[config.mk]
export PLATFORM = sky130hd
export DESIGN_NAME = mem_port_arbiter
export DESIGN_NICKNAME = d
export VERILOG_FILES = /design/src/rtl/arb_pkg.sv /design/src/rtl/mux4_32.sv /design/src/rtl/rr_pick4.sv /design/src/rtl/mem_port_arbiter.sv
export SDC_FILE = /design/constraint.sdc
export NUM_CORES = 1
export LEC_CHECK = 0
export CORE_AREA = 2 2 158 160
export DETAILED_ROUTE_END_ITERATION = 12
export DIE_AREA = 0 0 160 162
export PLACE_DENSITY_LB_ADDON = 0.25
export SLEW_MARGIN = 20
export SYNTH_ARGS = -nofsm -noshare
export SYNTH_HDL_FRONTEND = slang
export SYNTH_HIERARCHICAL = 1
export SYNTH_SLANG_ARGS = --single-unit
[constraint.sdc]
create_clock -name clk -period 3.1 [get_ports clk]
set_input_delay 0.93 -clock clk [delete_from_list [all_inputs] [get_ports clk]]
set_output_delay 0.93 -clock clk [all_outputs]
set_load 0.02 [all_outputs]
[src/rtl/arb_pkg.sv]
// Shared types and constants for the four-requester memory port arbiter.
package arb_pkg;

    localparam int REQ_N           = 4;
    localparam int SEL_W           = 2;
    localparam int DEFAULT_TIMEOUT = 255;

    typedef enum logic {
        IDLE = 1'b0,
        BUSY = 1'b1
    } arb_state_e;

    function automatic logic [REQ_N-1:0] onehot(input logic [SEL_W-1:0] s);
        return REQ_N'(1) << s;
    endfunction

endpackage

[src/rtl/mux4_32.sv]
// Generic 4:1 32-bit select, shared by address and write-data paths.
module mux4_32 (
    input  logic [1:0]  sel_i,
    input  logic [31:0] d0_i,
    input  logic [31:0] d1_i,
    input  logic [31:0] d2_i,
    input  logic [31:0] d3_i,
    output logic [31:0] y_o
);

    always_comb begin
        unique case (sel_i)
            2'd0:    y_o = d0_i;
            2'd1:    y_o = d1_i;
            2'd2:    y_o = d2_i;
            default: y_o = d3_i;
        endcase
    end

endmodule

[src/rtl/rr_pick4.sv]
// Combinational round-robin picker: searches upward from last+1 (mod 4).
module rr_pick4
    import arb_pkg::*;
(
    input  logic [REQ_N-1:0] req_i,
    input  logic [SEL_W-1:0] last_i,
    output logic [SEL_W-1:0] sel_o,
    output logic             any_o
);

    logic [SEL_W-1:0] idx;

    // Walk from farthest to nearest so the nearest hit wins.
    always_comb begin
        sel_o = '0;
        any_o = 1'b0;
        idx   = '0;
        for (int i = REQ_N; i >= 1; i--) begin
            idx = last_i + SEL_W'(i);
            if (req_i[idx]) begin
                sel_o = idx;
                any_o = 1'b1;
            end
        end
    end

endmodule

[src/rtl/mem_port_arbiter.sv]
// Round-robin arbiter of four requesters onto one memory port.
// Optional abort-on-timeout enabled by defining ARB_TIMEOUT_EN.
module mem_port_arbiter
    import arb_pkg::*;
#(
    parameter int TIMEOUT_CYCLES = DEFAULT_TIMEOUT
) (
    input  logic        clk,
    input  logic        rst_n,
    input  logic [3:0]  req,
    input  logic [3:0]  we,
    input  logic [31:0] addr0,
    input  logic [31:0] addr1,
    input  logic [31:0] addr2,
    input  logic [31:0] addr3,
    input  logic [31:0] wdata0,
    input  logic [31:0] wdata1,
    input  logic [31:0] wdata2,
    input  logic [31:0] wdata3,
    output logic [3:0]  gnt,
    output logic [3:0]  ack,
    output logic [31:0] rdata,
    output logic        err,
    output logic [1:0]  sel,
    output logic        mem_valid,
    output logic        mem_we,
    output logic [31:0] mem_addr,
    output logic [31:0] mem_wdata,
    input  logic        mem_ready,
    input  logic [31:0] mem_rdata
);

    arb_state_e       state_q, state_d;
    logic [SEL_W-1:0] sel_q, sel_d;
    logic [SEL_W-1:0] last_q, last_d;
    logic [SEL_W-1:0] pick_sel;
    logic             pick_any;
    logic             busy;
    logic             tmo;
    logic             done;

    rr_pick4 u_pick (
        .req_i  (req),
        .last_i (last_q),
        .sel_o  (pick_sel),
        .any_o  (pick_any)
    );

    mux4_32 u_addr_mux (
        .sel_i (sel_q),
        .d0_i  (addr0),
        .d1_i  (addr1),
        .d2_i  (addr2),
        .d3_i  (addr3),
        .y_o   (mem_addr)
    );

    mux4_32 u_wdata_mux (
        .sel_i (sel_q),
        .d0_i  (wdata0),
        .d1_i  (wdata1),
        .d2_i  (wdata2),
        .d3_i  (wdata3),
        .y_o   (mem_wdata)
    );

    assign busy = (state_q == BUSY);

`ifdef ARB_TIMEOUT_EN
    localparam int CNT_W = $clog2(TIMEOUT_CYCLES + 1);

    logic [CNT_W-1:0] cnt_q, cnt_d;

    assign tmo = busy && (cnt_q == CNT_W'(TIMEOUT_CYCLES));

    // Held at zero while idle, so every BUSY entry starts from 0.
    always_comb begin
        cnt_d = cnt_q;
        if (!busy) begin
            cnt_d = '0;
        end else if (!mem_ready && !tmo) begin
            cnt_d = cnt_q + CNT_W'(1);
        end
    end

    always_ff @(posedge clk or negedge rst_n) begin
        if (!rst_n) begin
            cnt_q <= '0;
        end else begin
            cnt_q <= cnt_d;
        end
    end
`else
    assign tmo = 1'b0;
`endif

    assign done = busy && (mem_ready || tmo);

    always_comb begin
        state_d = state_q;
        sel_d   = sel_q;
        last_d  = last_q;
        unique case (state_q)
            IDLE: begin
                if (pick_any) begin
                    sel_d   = pick_sel;
                    state_d = BUSY;
                end
            end
            default: begin
                if (done) begin
                    last_d  = sel_q;
                    state_d = IDLE;
                end
            end
        endcase
    end

    always_ff @(posedge clk or negedge rst_n) begin
        if (!rst_n) begin
            state_q <= IDLE;
            sel_q   <= '0;
            last_q  <= SEL_W'(REQ_N - 1);
        end else begin
            state_q <= state_d;
            sel_q   <= sel_d;
            last_q  <= last_d;
        end
    end

    assign sel       = sel_q;
    assign gnt       = busy ? onehot(sel_q) : '0;
    assign mem_valid = busy;
    assign mem_we    = busy && we[sel_q];
    assign ack       = done ? gnt : '0;
    assign rdata     = (busy && mem_ready) ? mem_rdata : '0;
    assign err       = tmo && !mem_ready;

endmodule

==> summary.txt, run 1 <==
Run status
  – Status: complete, no violations

Critical path
  – Setup crit end kind: output port
  – Cell family with the largest share of critical-path delay: buffers and inverters
  – Reg2reg start: last_q[1]$_DFFE_PN1P_
  – Worst EP arrival: 2160 ps
  – CP startpoint kind: input port
  – Worst setup startpoint: wdata3[3]
  – Setup CP Type: input port to output port
  – Worst r2r dst: sel[0]$_DFFE_PN0P_
  – R2r setup slk: about 1800 ps
  – Slowest Stage Delay on Critical Path: 480 ps
  – Slowest-stage cell, CP: mux4_2
  – Crit-path max FO: 1
  – CP bufs+invs: 2
  – R2R depth: 3
  – Cell chain of the critical path: clkdlybuf4s50_1 > mux4_2 > dlygate4sd2_1
  – Critical Path RT: roughly 2200 ps

Synth
  – Number of synthesized register bits: 5
  – Yosys top cell by area: mux4_2
  – Mapped Cells: 159
  – Area of the mapped netlist: about 2200 um2
  – Sequential area share after synthesis: 5.68%
  – Share of the synthesized area in the top cell type: 61.1%
  – Syn Area/Cell: 14.1 um2
  – Yosys cell types: 28
  – Area contributors post-synth: mux4_2, and3_1, buf_12
  – Ys Warns: 6
  – Syn nets: 458

Die
  – Core Area: about 24000 um2
  – Initial core utilization: 9.33%
  – I/O Pins: 408
  – DIE AREA: 25900 um2
  – Std-Cell Rows: 57
  – Height of the die: 162 um
  – Die width: 160 um

Pwr
  – Peak supply drop: 345 uV
  – PwrDens: 639 nW/um2
  – Final Power: approximately 4.1 mW
  – Leakage: ~2.5 nW

Clock tree
  – Clock Sinks: 5
  – Post-CTS setup buffer count: 0
  – H-tree depth: 1
  – Clk root buf: clkbuf_16
  – CTS buffer count: 3
  – CTS Buffer Depth: 2
  – CTS tree: built
  – CTS Hold Buffers Added: 0
  – Worst skew pair latency: roughly 230 ps
  – Clock transition at path regs: 30 ps

Worst hold path
  – Hold Crit Endpoint: mem_valid$_DFF_PN0_
  – Worst hold path depth: 1
  – Worst hold path type: register to register
  – Hold Crit Start: mem_valid$_DFF_PN0_

Detailed routing
  – DRT Wirelength: 16.0 mm
  – Wire per inst: around 18 um
  – ANT nets after route: 0
  – DRT iter0 DRCs: 126
  – Vias per inst: 3.78
  – Detailed-route via count: 3336
  – 1st-pass router iterations: 4
  – Residual DRC: 0

Global route
  – First-pass GRT wire length: 23.4 mm
  – Grt ovf: 0
  – Overall Global Routing Usage: 11.6%
  – Initial antenna violation count: 3
  – Largest net degree at the start of global routing: 44
  – Number of global-route vias before repair: 3844

Timing
  – Final Critical Period: 3090 ps
  – Max Clk Rate: 324 MHz
  – Final Max Slew Viols: 0
  – # setup viols final: 0
  – Hold Vio Cnt, Final: 0
  – Final setup margin: 13.0 ps
  – Tcrit/Tclk final: 99.6%
  – Final Skew: 0.800 ps
  – Fin Hold WS: roughly 570 ps
  – RSZ-0062 raised after global routing: false

Flow run
  – Maxcap violations: 0

Place
  – Placed Instances: 875
  – RePlAce Congestion: roughly 0.90
  – PortBufs: between 400 and 500
  – Hpwl dp: 14.4 mm
  – Place WS: -344 ps

Layout
  – Non-filler cells, final: approximately 880
  – Nets: 855
  – Register area: 135 um2
  – Area Overhead vs Synth: 189%
  – Share of layout cells above drive strength 1: 23.8%
  – Fillers: around 2600
  – Area of the multi-input gates: 1900 um2
[synthesized netlist by cell type]
cell type	number
mux2i_1	1
nor2b_1	1
and3_1	33
a21oi_1	2
buf_6	2
buf_2	7
dfrtp_1	3
a21o_1	1
nor3b_1	3
dfstp_2	2
buf_4	1
and2b_1	1
clkbuf_1	8
nand2b_1	3
a31oi_1	1
nor2_1	3
nand2_1	3
mux4_2	61
buf_12	6
mux2_2	4
and2_1	1
mux4_1	4
o221ai_2	1
inv_1	2
conb_1	1
nor3_1	1
a21oi_2	1
and3b_1	2
[flip-flops by register name (all words and copies together), names as in the netlist]
| signal | count |
|---|---|
| last_q | 2 |
| mem_valid | 1 |
| sel | 2 |
[logic make-up (layout without fill, tap and decap cells)]
family          count (synthesis)  count (layout)  share of synthesized area [%]
mux                            70              70                           68.2
other cells                     1               4                          0.167
buf+inv                        26             422                           9.91
compound gates                  6               6                           2.11
flops                           5               5                           5.68
simple gates                   51              51                           13.9
[power by group]
part | internal (mW) | switching (mW) | total, mW | leakage [nW]
registers | 0.119 | 0.0847 | 0.204 | 0.0539
logic | 1.92 | 1.81 | 3.73 | 2.45
clock network | 0.170 | 0.0413 | 0.212 | 0.0382
[layout make-up]
cell class / count / share of cell area (%)
diodes: 3 / 0.116
well taps: 324 / 6.25
inverters: 2 / 0.116
repair buffers: 416 / 60.9
clock buffers: 4 / 1.21
flip-flops and latches: 5 / 2.08
multi-input cells: 128 / 29.3
[cells in the final DEF (no fill, tap or decap), types with 2 or more instances in the layout]
cell type / netlist / routed
clkdlybuf4s15_1: 0 / 24
dlygate4sd2_1: 0 / 30
diode_2: 0 / 3
clkdlybuf4s15_2: 0 / 4
buf_2: 7 / 4
clkdlybuf4s50_1: 0 / 305
and3_1: 33 / 33
inv_1: 2 / 2
nand2b_1: 3 / 3
nor3b_1: 3 / 3
and3b_1: 2 / 2
mux4_1: 4 / 4
buf_12: 6 / 5
a21oi_1: 2 / 2
mux4_2: 61 / 61
nor2_1: 3 / 3
mux2_2: 4 / 4
nand2_1: 3 / 2
clkbuf_16: 0 / 3
buf_4: 1 / 5
dfrtp_4: 0 / 2
dfstp_2: 2 / 2
clkbuf_2: 0 / 39
[timing repair]
item,4_1_cts,5_1_grt
endpoints found under the setup margin,101,61
gates resized for setup,136,91
cloned,0,0
endpoints found under the hold margin,0,0
[metrics by stage]
stage	area (um2)	setup TNS, ps	util, %
after CTS	6610	-6.84	27.4
final	6490	0	26.9
after floorplan	2250	0	-
after global placement	6650	-21430	27.6
after detailed placement	6650	-22690	27.6
after global routing	6480	0	26.9
[worst register-to-register path: stages, from the launching register on]
cell and delay (ps):
dfstp_2 570, mux2i_1 230, o221ai_2 120, mux2_2 280
[per-layer routing]
metal / up-vias / routed length, um / track usage (%)
met3: 12 / 1660 / 3.19
met1: 1598 / 6010 / 13.8
met4: 0 / 182 / 1.72
li1: 1498 / - / -
met2: 228 / 8170 / 21.3
met5: - / 0 / 0
[worst max path at each step]
stage	cells past startpoint	slack [ps]	end
after floorplan	2	560	ack[2]
after global placement	3	-380	mem_wdata[30]
after detailed placement	3	-340	mem_wdata[30]
after CTS	4	-7	ack[2]
after global routing	3	0.5	mem_wdata[15]
final	3	10	mem_wdata[3]
Note: power is estimated with default switching activity, not from simulation.
==> run 2, diff against run 1 <==
--- a/config.mk
+++ b/config.mk
@@ -5,10 +5,12 @@
 export SDC_FILE = /design/constraint.sdc
 export NUM_CORES = 1
 export LEC_CHECK = 0
+export ABC_CLOCK_PERIOD_IN_PS = 3100
 export CORE_AREA = 2 2 158 160
+export CTS_CLUSTER_SIZE = 16
 export DETAILED_ROUTE_END_ITERATION = 12
 export DIE_AREA = 0 0 160 162
-export PLACE_DENSITY_LB_ADDON = 0.25
+export PLACE_DENSITY = 0.49
 export SLEW_MARGIN = 20
 export SYNTH_ARGS = -nofsm -noshare
 export SYNTH_HDL_FRONTEND = slang
==> run 2 against run 1 <==
Net effect:
- global-route usage rose by 2.0 points
- clock skew is essentially flat
- final cell count increased by 0.91%
- clock-buffer cell count stayed put
- highest routed layer is now met5
- final area rose by 1.8%
- worst setup slack worse by 0.59 ps
- combinational power up 5%
- sequential share of layout area barely moved
- sequential cell count is the same
- via count rose by 3.6%
==> summary.txt, run 2 (synthesis results as in run 1) <==
Die
  – Die width: 160 um (unchanged)
  – I/O Pins: 408 (unchanged)
  – Core Area: 24100 um2 (unchanged)
  – DIE AREA: 25900 um2 (unchanged)
  – Std-Cell Rows: 57 (unchanged)
  – Height of the die: 162 um (unchanged)
  – Initial core utilization: 9.33% (unchanged)

Layout
  – Most common cell after layout, fill and taps aside: clkdlybuf4s50_1
  – Share of layout cells above drive strength 1: 24.3% (+0.55 points)
  – Non-filler cells, final: 890 (+0.91%)
  – Most frequent cells in the layout: clkdlybuf4s50_1, mux4_2, and3_1
  – Area Overhead vs Synth: 194%
  – Nets: 863 (+0.94%)

Timing
  – Final Max Slew Viols: 0 (unchanged)
  – # setup viols final: 0 (unchanged)
  – Final Critical Period: 3090 ps (+0.592 ps)
  – Final setup margin: 12.4 ps (-0.592 ps)
  – Setup TNS: 0 ps (unchanged)
  – Tcrit/Tclk final: 99.6% (about the same)
  – Hold Vio Cnt, Final: 0 (unchanged)
  – Max Clk Rate: 324 MHz (about the same)
  – Final Skew: 1.11 ps (+0.305 ps)
  – RSZ-0062 raised after global routing: true

Detailed routing
  – DRT Wirelength: 18.8 mm (+17%)
  – ANT nets after route: 0 (unchanged)
  – 1st-pass router iterations: 4 (unchanged)
  – Detailed-route via count: 3457 (+3.6%)
  – Wire per inst: 21.1 um (+16%)
  – DRT iter0 DRCs: 103 (-18%)
  – Vias per inst: 3.88 (+2.7%)
  – Residual DRC: 0 (unchanged)

Critical path
  – Slowest Stage Delay on Critical Path: 470 ps (about the same)
  – Worst setup startpoint: addr1[0]
  – R2R depth: 4 (+1)
  – Reg2reg start: mem_valid$_DFF_PN0_
  – Cell chain of the critical path: clkdlybuf4s50_1 > mux4_2 > dlygate4sd2_1
  – Worst EP arrival: 2160 ps (about the same)
  – Slowest-stage cell, CP: mux4_2
  – R2r setup slk: 1680 ps (-100 ps)
  – Critical Path RT: 2170 ps (about the same)
  – Setup CP Type: input port to output port
  – Crit-path max FO: 1 (unchanged)
  – Setup crit end kind: output port
  – Worst Setup EP: mem_addr[0]
  – Worst r2r dst: last_q[0]$_DFFE_PN1P_
  – CP startpoint kind: input port

Place
  – Hpwl dp: 17.0 mm (+18%)
  – Place WS: -520 ps (-176 ps)
  – Placed Instances: 883 (+0.91%)
  – RePlAce Congestion: 0.888 (-1.7%)
  – PortBufs: 406 (unchanged)

Worst hold path
  – Worst hold path type: register to register

Pwr
  – PwrDens: 656 nW/um2 (+2.7%)
  – Switching Share: 46.7% (-0.066 points)
  – Peak supply drop: 286 uV (-17%)
  – Logic pwr share: 90.0% (about the same)
  – NetSw: 2.02 mW (+4.4%)
  – Leakage: 2.60 nW (+2.7%)
  – Clock power frac: 4.8% (-0.3 points)
  – Sequential power share: 5.2% (+0.3 points)
  – Int Pwr: 2.31 mW (+4.7%)

Clock tree
  – Post-CTS setup buffer count: 0 (unchanged)
  – CTS tree: built
  – CTS Hold Buffers Added: 0 (unchanged)
  – Clock Sinks: 5 (unchanged)
  – H-tree depth: 1 (unchanged)
  – Clock transition at path regs: 30 ps (about the same)
  – Clk root buf: clkbuf_16
  – CTS buffer count: 3 (unchanged)
  – Worst skew pair latency: 230 ps (about the same)
  – CTS Buffer Depth: 2 (unchanged)

Global route
  – Overall Global Routing Usage: 13.6% (+2.0 points)
  – Initial antenna violation count: 12 (+9)
  – GRT met1 Usage: 15.7% (+1.9 points)
  – First-pass GRT wire length: 26.1 mm (+11%)
  – M2 GR Usage: 23.7% (+2.4 points)
  – Grt ovf: 0 (unchanged)
  – Number of global-route vias before repair: 3774 (-1.8%)
  – M3 GR Usage: 6.59% (+3.4 points)
  – Gr busiest metal: met2
  – Largest net degree at the start of global routing: 42 (-4.5%)

Run status
  – Status: complete, no violations

Flow run
  – Maxcap violations: 0 (unchanged)
run 2: changes by cell type in the layout (fill, tap and decap cells not counted), moves of 2 or more:
cell	previous run	this run
clkdlybuf4s50_1	305	303
buf_4	5	18
clkbuf_2	39	26
clkdlybuf4s15_1	24	30
clkdlybuf4s15_2	4	8
run 2: layer usage:
layer  vias up  part of all wire, %  wire length (um)
li1       1515                    -                 -
met1      1676                   38              7130
met2       239                   49              9190
met3        17                   13              2360
met4        10                 0.27                51
met5         -                 0.35                66
run 2: cell type report:
class	count	area, um2
repair buffers	424	4060
clock buffers	4	78.8
well taps	324	405
diodes	3	7.51
multi-input cells	128	1910
fillers	2581	17500
flip-flops and latches	5	135
inverters	2	7.51
run 2: how the worst min path moves through the flow:
stage | from | endpoint | cells past startpoint
floorplan | last_q[0]$_DFFE_PN1P_ | last_q[0]$_DFFE_PN1P_ | 1
global placement | last_q[0]$_DFFE_PN1P_ | last_q[0]$_DFFE_PN1P_ | 1
detailed placement | last_q[0]$_DFFE_PN1P_ | last_q[0]$_DFFE_PN1P_ | 1
CTS | last_q[0]$_DFFE_PN1P_ | last_q[0]$_DFFE_PN1P_ | 1
global route | last_q[0]$_DFFE_PN1P_ | last_q[0]$_DFFE_PN1P_ | 1
finish | last_q[0]$_DFFE_PN1P_ | last_q[0]$_DFFE_PN1P_ | 1
run 2: power groups by stage:
stage | Clock [mW] | Combinational (mW) | Sequential, mW
CTS | 0.212 | 3.97 | 0.232
global placement | 0 | 4.27 | 0.231
floorplan | 0 | 2.44 | 0.184
finish | 0.210 | 3.90 | 0.224
global route | 0.222 | 4.14 | 0.239
detailed placement | 0 | 4.30 | 0.233
run 2: what timing repair did:
action / CTS / global route
endpoints found under the hold margin: 0 / 0
endpoints found under the setup margin: 97 / 59
pin swaps: 0 / 0
gates resized for setup: 144 / 72
run 2: per-stage QoR:
step | instance area (um2) | hold WS (ps) | total power, mW | util [%]
2_1_floorplan | 2250 | 624 | 2.62 | -
3_3_place_gp | 6690 | 633 | 4.50 | 27.7
3_5_place_dp | 6690 | 646 | 4.53 | 27.7
4_1_cts | 6680 | 650 | 4.41 | 27.7
5_1_grt | 6600 | 658 | 4.60 | 27.4
6_report | 6610 | 651 | 4.33 | 27.4
run 2: critical path: cells and delay by family:
kind / cells / cell delay (ps)
buffers and inverters: 2 / 760
multiplexers: 1 / 470
